==> src/rtl/inst_fetch_queue_way0.sv <==
// Instruction fetch queue feeding the way0 decoder.
//
// Buffers fetch responses (instruction word, address and a 2-bit packet ID)
// in a small circular FIFO. There is no bypass path: an entry written in one
// cycle becomes visible at the head in the following cycle.
//
// Ports:
//   clk          - single clock, all state updates on the rising edge
//   rst          - synchronous active-high reset
//   flush_i      - pipeline redirect, discards every queued entry
//   fetchValid_i - fetch response carries a valid instruction
//   fetchInst_i  - fetched instruction word
//   fetchAddr_i  - address of the fetched instruction
//   fetchReady_o - queue can accept a fetch response this cycle
//   valid_o      - head entry valid toward the way0 decoder
//   inst_o       - head instruction word
//   instAddr_o   - head instruction address
//   way0_pID_o   - packet ID tag of the head entry
//   ready_i      - decoder accepts the head this cycle
//   count_o      - current occupancy
module inst_fetch_queue_way0 #(
  parameter int DEPTH  = 4,
  parameter int ADDR_W = 32
) (
  input  logic                       clk,
  input  logic                       rst,
  input  logic                       flush_i,
  input  logic                       fetchValid_i,
  input  logic [31:0]                fetchInst_i,
  input  logic [ADDR_W-1:0]          fetchAddr_i,
  output logic                       fetchReady_o,
  output logic                       valid_o,
  output logic [31:0]                inst_o,
  output logic [ADDR_W-1:0]          instAddr_o,
  output logic [1:0]                 way0_pID_o,
  input  logic                       ready_i,
  output logic [$clog2(DEPTH):0]     count_o
);

  localparam int PTR_W = $clog2(DEPTH);
  localparam int CNT_W = PTR_W + 1;
  localparam logic [CNT_W-1:0] FULL_COUNT = CNT_W'(DEPTH);

  logic [31:0]       inst_mem [DEPTH];
  logic [ADDR_W-1:0] addr_mem [DEPTH];
  logic [1:0]        pid_mem  [DEPTH];

  logic [PTR_W-1:0] wr_ptr;
  logic [PTR_W-1:0] rd_ptr;
  logic [CNT_W-1:0] count;
  logic [1:0]       pid_ctr;

  logic push;
  logic pop;

  // Readiness depends only on occupancy, so a full queue never accepts a
  // fetch even when the decoder is popping in the same cycle.
  assign fetchReady_o = (count < FULL_COUNT);
  assign valid_o      = (count != '0);
  assign count_o      = count;

  assign push = fetchValid_i && fetchReady_o && !flush_i && !rst;
  assign pop  = valid_o && ready_i && !flush_i && !rst;

  assign inst_o     = inst_mem[rd_ptr];
  assign instAddr_o = addr_mem[rd_ptr];
  assign way0_pID_o = pid_mem[rd_ptr];

  // Entry storage is never cleared; occupancy alone decides what is valid.
  always_ff @(posedge clk) begin
    if (push) begin
      inst_mem[wr_ptr] <= fetchInst_i;
      addr_mem[wr_ptr] <= fetchAddr_i;
      pid_mem[wr_ptr]  <= pid_ctr;
    end
  end

  // Pointers wrap naturally because DEPTH is a power of two. Flush clears
  // the queue but keeps the packet ID counter running, so tags issued after
  // a redirect never alias the last tag issued before it.
  always_ff @(posedge clk) begin
    if (rst) begin
      wr_ptr  <= '0;
      rd_ptr  <= '0;
      count   <= '0;
      pid_ctr <= '0;
    end else if (flush_i) begin
      wr_ptr <= '0;
      rd_ptr <= '0;
      count  <= '0;
    end else begin
      if (push) begin
        wr_ptr  <= wr_ptr + PTR_W'(1);
        pid_ctr <= pid_ctr + 2'd1;
      end
      if (pop) begin
        rd_ptr <= rd_ptr + PTR_W'(1);
      end
      if (push && !pop) begin
        count <= count + CNT_W'(1);
      end else if (pop && !push) begin
        count <= count - CNT_W'(1);
      end
    end
  end

endmodule

==> config.mk <==
export PLATFORM = sky130hd
export DESIGN_NAME = inst_fetch_queue_way0
export DESIGN_NICKNAME = d
export VERILOG_FILES = /design/src/rtl/inst_fetch_queue_way0.sv
export SDC_FILE = /design/constraint.sdc
export NUM_CORES = 1
export LEC_CHECK = 0
export CORE_MARGIN = 10
export CORE_UTILIZATION = 38
export CTS_CLUSTER_DIAMETER = 60
export DETAILED_ROUTE_END_ITERATION = 8
export HOLD_SLACK_MARGIN = 0.12
export SLEW_MARGIN = 20
export SYNTH_ARGS = -nofsm -noshare
export SYNTH_HDL_FRONTEND = slang
export SYNTH_SLANG_ARGS = --single-unit
export TNS_END_PERCENT = 100
==> constraint.sdc <==
create_clock -name clk -period 6.5 [get_ports clk]
set_clock_uncertainty 0.2 [all_clocks]
set_input_delay 0.65 -clock clk [delete_from_list [all_inputs] [get_ports clk]]
set_output_delay 0.65 -clock clk [all_outputs]
set_load 0.03 [all_outputs]
# Word level (Yosys, flattened, before mapping)
# Memories as Yosys holds them, arrays and structs flattened. A register that Yosys moved wholly into a read port is not among the register bits.
# Cells that the tools add are included.
[totals]
register_bits = 9
mem_count = 3
inputBits = 69
out_inout_bits = 71
ram_bits = 264
wordCells = 40
[mem_list]
columns = ["memory", "depth", "width", "rd", "rd_ports_with_merged_regs", "wr", "line", "rtl"]
rows = [
  ["addr_mem", 4, 32, 1, 1, 1, "45", "logic [ADDR_W-1:0] addr_mem [DEPTH];"],
  ["inst_mem", 4, 32, 1, 1, 1, "44", "logic [31:0] inst_mem [DEPTH];"],
  ["pid_mem", 4, 2, 1, 1, 1, "46", "logic [1:0] pid_mem [DEPTH];"],
]
[classes]
magnitude_cmp = 1
mux = 10
addsub = 5
bitwise_logic = 1
reduce_logical = 16
[ops]
columns = ["op", "n"]
rows = [
  ["2-bit two-way mux", 6],
  ["1-bit logical AND", 8],
  ["2-bit by 1-bit adder with 2-bit output, second input constant", 3],
  ["3-bit two-way mux", 2],
  ["1-bit logical NOT", 4],
  ["3-bit by 1-bit adder with 3-bit output, second input constant", 1],
  ["3-bit less-than comparator, second input constant", 1],
  ["3-bit nonzero test", 1],
  ["3-bit by 1-bit subtractor with 3-bit output, second input constant", 1],
  ["1-bit two-way mux", 2],
  ["2-bit AND reduction", 1],
  ["2-bit nonzero test", 1],
  ["2-bit OR reduction", 1],
  ["1-bit NOT", 1],
]

# Depth between registers and ports, before layout
# Gate-level depths: netlist (run 1).
[depth]
word_depth = 8
mapped_depth = 9
ltp_nobuf = 8

# Worst setup path after synthesis (run 1)
# No wires, ideal clock.
[synth_path]
path_type = "input -> register"
start = "input port rst"
end = "memory addr_mem[0][0] (enable)"
setup_ns = 0.431
stages = 2
path_buffers = 0
arrival_time_ns = 2.636
setup_slack_ns = 3.233
path_cell_list = "nor4b_4 -> and2_1"
[synth_via]
elab_chain_len = 4
[synth_lines]
columns = ["item", "line", "rtl"]
rows = [
  ["from (decl)", "26", "input logic rst,"],
  ["1-bit logical NOT", "62", "assign push = fetchValid_i && fetchReady_o && !flush_i && !rst;"],
  ["1-bit logical AND", "62", ""],
  ["1-bit two-way mux", "71", "if (push) begin"],
  ["1-bit two-way mux (not written as such)", "73", "addr_mem[wr_ptr] <= fetchAddr_i;"],
  ["to (decl)", "45", ""],
]
# No other way between the ends.

==> results of run 1 <==
logic make-up after synthesis:
group / share of synthesized area [%]
flip-flops: 80.9
AO/OA/AOI/OAI: 0.261
XOR/XNOR: 0.522
AND/OR/NAND/NOR: 1.21
adder cells (fa/ha/maj): 0.820
buffers and inverters: 1.23
multiplexers: 15.1
cell usage after synthesis, types with 3 or more instances:
| cell type | count | area, µm² |
|---|---|---|
| edfxtp_1 | 264 | 7930 |
| mux4_2 | 66 | 1490 |
| dfxtp_1 | 11 | 220 |
| nor2_1 | 8 | 30.0 |
| buf_2 | 6 | 30.0 |
| buf_6 | 5 | 56.3 |
| ha_1 | 5 | 62.6 |
| and2_1 | 4 | 25.0 |
| inv_1 | 4 | 15.0 |
| xor2_1 | 4 | 35.0 |
| mux2i_1 | 3 | 30.0 |
cell usage in the layout (no fill, tap or decap), types with 5 or more instances in the layout:
cell and count:
edfxtp_1 264, clkdlybuf4s50_1 139, mux4_2 66, clkbuf_16 29
dfxtp_1 9, nor2_1 8, clkinv_1 8, ha_1 5
bufinv_16 5, clkinv_2 5
power by group through the flow:
stage	Combinational (mW)	Clock (mW)	Sequential, mW
detailed placement	0.173	0	2.01
finish	0.174	1.68	1.97
floorplan	0.0757	0	2.01
global placement	0.168	0	2.01
global route	0.186	1.80	1.97
CTS	0.174	1.72	1.97
path summary, 6_finish.rpt:
path         startpoint  cells after the start          to  slack, ns
min reg2reg  pid_ctr[1]                      1  pid_ctr[1]       0.32
max           flip-flop                      3  inst_o[24]       2.88
min          pid_ctr[1]                      1  pid_ctr[1]       0.32
max reg2reg  count_o[2]                      7  count_o[2]       3.91
worst max-delay path, stage by stage (launching register included):
cell and delay, ns:
dfxtp_4 0.57, buf_4 0.44, mux4_2 0.57, clkdlybuf4s50_1 0.62
cell type report:
cell class,instances,area share [%]
inverters,4,0.117
multi-input cells,105,14.1
diodes,1,0.0195
flip-flops and latches,275,63.5
clock inverters,22,1.95
well taps,335,3.26
clock buffers,32,5.74
repair buffers,142,11.3
sequential cells by signal, summed over array words and instances (netlist names), named ones only:
| signal | count |
|---|---|
| addr_mem | 128 |
| count_o | 3 |
| inst_mem | 128 |
| pid_ctr | 2 |
| pid_mem | 8 |
| rd_ptr | 2 |
| wr_ptr | 2 |
layer usage:
| layer | wire, µm | up-vias | share of wire, % |
|---|---|---|---|
| met5 | 0 | - | 0 |
| met4 | 420 | 0 | 2.1 |
| met3 | 1710 | 29 | 8.7 |
| met2 | 9670 | 148 | 49 |
| met1 | 7840 | 2357 | 40 |
| li1 | - | 2016 | - |
per-stage QoR:
stage	power (mW)	setup WS [ns]	utilization (%)	hold slack [ns]
5_1_grt	3.95	2.68	49.3	0.360
3_5_place_dp	2.18	2.77	45.3	0.306
3_3_place_gp	2.18	2.79	45.3	0.287
4_1_cts	3.86	2.17	49.1	0.327
2_1_floorplan	2.08	3.23	-	0.262
6_report	3.82	2.88	49.3	0.319
==> results_dict.tcl, run 1 <==
set metrics [dict create \
    fin_nets 632 \
    post_synth.cell_area_avg_um2 25.2 \
    first_global_vias 5117 \
    leakage_nw 4.02 \
    path_max_fanout 20 \
    synth_edf_count 264 \
    cts_hold_buf 0 \
    antenna_found_initial 1 \
    async_flop_share_pct 0 \
    hold_viol 0 \
    clock_latency_ns 0.55 \
    fmax_mhz 276 \
    pwr-share-clk_pct 44.0 \
    fp.dieArea_um2 33400 \
    hold_path_class "flip-flop to flip-flop" \
    cts_max_level 1 \
    drive_gt1_share_pct 20.9 \
    clkSlewWorstSetupHoldPaths_ns 0.06 \
    swShare_pct 19.8 \
    nFillCells 2119 \
    synthesis.area_um2 10100 \
    die_y_um 183 \
    initial_core_util_pct 38.6 \
    maxSlewHeadroom_pct 29.0 \
    clock_path_buffers 3 \
    synthesis.nets 474 \
    drt_first_pass_iters 4 \
    grt_max_degree 67 \
    tightestPinTransition_ns 1.06 \
    drc 0 \
    io_buffer_count 139 \
    cts-resized-gates 0 \
    p_seq_share_pct 51.5 \
    core_um2 26100 \
    worstPathRequired_ns 5.65 \
    track_usage_pct 11.6 \
    p_int_mw 3.07 \
    post-route-period-util_pct 55.7 \
    critPathLaunchType "flip-flop" \
    die_w_um 183 \
    cp.arrival_ns 2.77 \
    grt_pass1_wl_um 30400 \
    ys_types 25 \
    hpwl_um 11300 \
    worstSetupPathType "flip-flop to output pin" \
    regArea_um2 8160 \
    global_route.usage.met1_pct 13.9 \
    ys_seq_elements 275 \
    cts.sink_count 275 \
    p_switching_uw 758 \
    multi_input_area_um2 1810 \
    fp-row-count 59 \
    ir_worst_vdd_mv 0.236 \
    drv_slew 0 \
    grt.overflow.total 0 \
    yosysSeqAreaShare_pct 80.9 \
    post_dp_cell_area_um2 11800 \
    totalWireLength_um 19600 \
    final_cell_area_um2 12800 \
    use_met2_pct 19.5 \
    grt-busiest-layer "met2" \
    cts_root_buffer "clkbuf_16" \
    rsz0062_at_grt "no" \
    setup_viol 0 \
    place_congestion 0.695 \
    grtUsageMet3_pct 4.41 \
    outcome "finished clean" \
    end_kind "output pin" \
    cts_tree "done" \
    dp.cells 859 \
    synth_warnings 0 \
    vias 4550 \
    comb_power_share_pct 4.5 \
    power_density_nw_per_um2 298 \
    max_cap_viol_count 0 \
    setup_tns_ns 0 \
    layoutNonFillerInstCount 916 \
    ys.flop_type "edfxtp_1" \
    post-cts-setup-buffer-count 0 \
    antenna_left 0 \
    netlist_instances 399 \
    ios 140 \
    vias_per_cell 4.97 \
    cts-buffers-inserted 29 \
    drt-initial-drc-count 306 \
    min_period_ns 3.62 \
    wire_per_inst_um 21.5 \
    area_delta_synth_final_pct 27.5 \
]
No activity file was read; power rests on OpenSTA's default activity.
==> run 2, diff against run 1 <==
==> constraint.sdc (replaced) <==
create_clock -name clk -period 3.55 [get_ports clk]
set_clock_uncertainty 0.2 [all_clocks]
set_input_delay 0.355 -clock clk [delete_from_list [all_inputs] [get_ports clk]]
set_output_delay 0.355 -clock clk [all_outputs]
set_load 0.03 [all_outputs]
==> results_dict.tcl, run 2 (synthesis gave the netlist of run 1 again) <==
set metrics [dict create \
    setup_viol 0 \
    crit_slowest_cell "clkdlybuf4s50_1" \
    grt.overflow.total 0 \
    max_cap_viol_count 0 \
    end_kind "output pin" \
    post_dp_cell_area_um2 12000 \
    power_density_nw_per_um2 519 \
    cts_max_level 1 \
    fin_nets 640 \
    fp-row-count 59 \
    cts.sink_count 275 \
    die_w_um 183 \
    p_seq_share_pct 54.0 \
    fp.dieArea_um2 33400 \
    final_cell_area_um2 12900 \
    drc 0 \
    cp_cell_sequence "buf_12 > mux4_2 > clkdlybuf4s50_1" \
    cp.arrival_ns 2.65 \
    drt-initial-drc-count 281 \
    antenna_found_initial 1 \
    hpwl_um 12300 \
    critical-path-top-delay-family "buffers and inverters" \
    tightestPinTransition_ns 0.492 \
    hold_path_class "input pin to flip-flop" \
    leakage_nw 4.02 \
    final_common_cell "edfxtp_1" \
    max_stage_delay_ns 0.62 \
    maxSlewHeadroom_pct 67.1 \
    cts-resized-gates 0 \
    rsz0062_at_grt "no" \
    cts-buffers-inserted 28 \
    vias_per_cell 4.95 \
    ios 140 \
    initial_core_util_pct 38.6 \
    critPathBufInv 2 \
    critPathLaunchType "flip-flop" \
    place_congestion 0.705 \
    path_max_fanout 31 \
    vias 4568 \
    cts_root_buffer "clkbuf_16" \
    post-cts-setup-buffer-count 0 \
    clkSlewWorstSetupHoldPaths_ns 0.06 \
    cts_tree "done" \
    core_um2 26100 \
    min_period_ns 3.20 \
    ir_worst_vdd_mv 0.274 \
    io_buffer_count 139 \
    outcome "finished clean" \
    first_global_vias 5251 \
    p_int_mw 5.38 \
    area_delta_synth_final_pct 27.7 \
    comb_power_share_pct 4.9 \
    fin_ws_ns 0.346 \
    place_ws_ns 0.592 \
    wire_per_inst_um 21.5 \
    worstPathRequired_ns 2.99 \
    post-route-period-util_pct 90.3 \
    totalWireLength_um 19800 \
    grt_pass1_wl_um 30600 \
    pwr-share-clk_pct 41.2 \
    final_cell_mix "264 x edfxtp_1, 139 x clkdlybuf4s50_1, 66 x mux4_2, 29 x clkbuf_16, 9 x dfxtp_1" \
    cts_hold_buf 0 \
    clock_path_buffers 3 \
    p_switching_mw 1.30 \
    antenna_left 0 \
    hold_viol 0 \
    clock_latency_ns 0.53 \
    track_usage_pct 11.7 \
    drive_gt1_share_pct 21.5 \
    setup_tns_ns 0 \
    worstSetupPathType "flip-flop to output pin" \
    swShare_pct 19.5 \
    whs_ns 0.257 \
    die_y_um 183 \
    drv_slew 0 \
    grt_max_degree 36 \
    drt_first_pass_iters 4 \
    fmax_mhz 312 \
    top_regs "addr_mem: 128 flops, inst_mem: 128 flops, pid_mem: 8 flops" \
]
run 2: cell types whose count changed in the layout (fill, tap and decap cells not counted), sizes merged:
cell    delta
buf        +9
bufinv     -4
clkbuf     +7
clkinv     -3
inv        -3
run 2: final cells by class:
| class | instances | area, µm² |
|---|---|---|
| flip-flops and latches | 275 | 8160 |
| clock inverters | 12 | 85.1 |
| inverters | 4 | 15.0 |
| repair buffers | 151 | 1580 |
| diodes | 1 | 2.50 |
| fillers | 2084 | 13200 |
| clock buffers | 39 | 793 |
| well taps | 335 | 419 |
| multi-input cells | 105 | 1810 |
run 2: final timing paths:
kind	startpoint	end	slack, ns	cells after the start
worst min-delay path	fetchAddr_i[26]	addr_mem[0][26]	0.26	1
worst max register to register	count_o[2]	count_o[2]	1.03	7
worst max-delay path	flip-flop	inst_o[13]	0.35	3
worst min register to register	pid_ctr[1]	pid_ctr[1]	0.31	1
run 2: power by group through the flow:
stage / Clock, mW / Sequential, mW / Combinational [mW]
final: 2.75 / 3.60 / 0.324
after global routing: 2.97 / 3.61 / 0.347
after CTS: 2.83 / 3.60 / 0.331
after detailed placement: 0 / 3.67 / 0.329
after global placement: 0 / 3.67 / 0.322
after floorplan: 0 / 3.67 / 0.139
run 2: stage by stage:
step,power (mW),std cells,utilization [%]
global route,6.92,921,49.3
CTS,6.76,921,49.3
global placement,3.99,870,46.0
finish,6.68,922,49.4
floorplan,3.81,399,-
detailed placement,4.00,870,46.0
run 2: per-layer routing:
metal  global-route usage [%]  vias up  wire length (µm)  share of wire [%]
met2                     19.2      139              9590                 48
li1                         -     2031                 -                  -
met4                     2.74        0               294                1.5
met5                        0        -                 0                  0
met3                     3.96       27              1590                8.1
met1                     14.7     2371              8310                 42
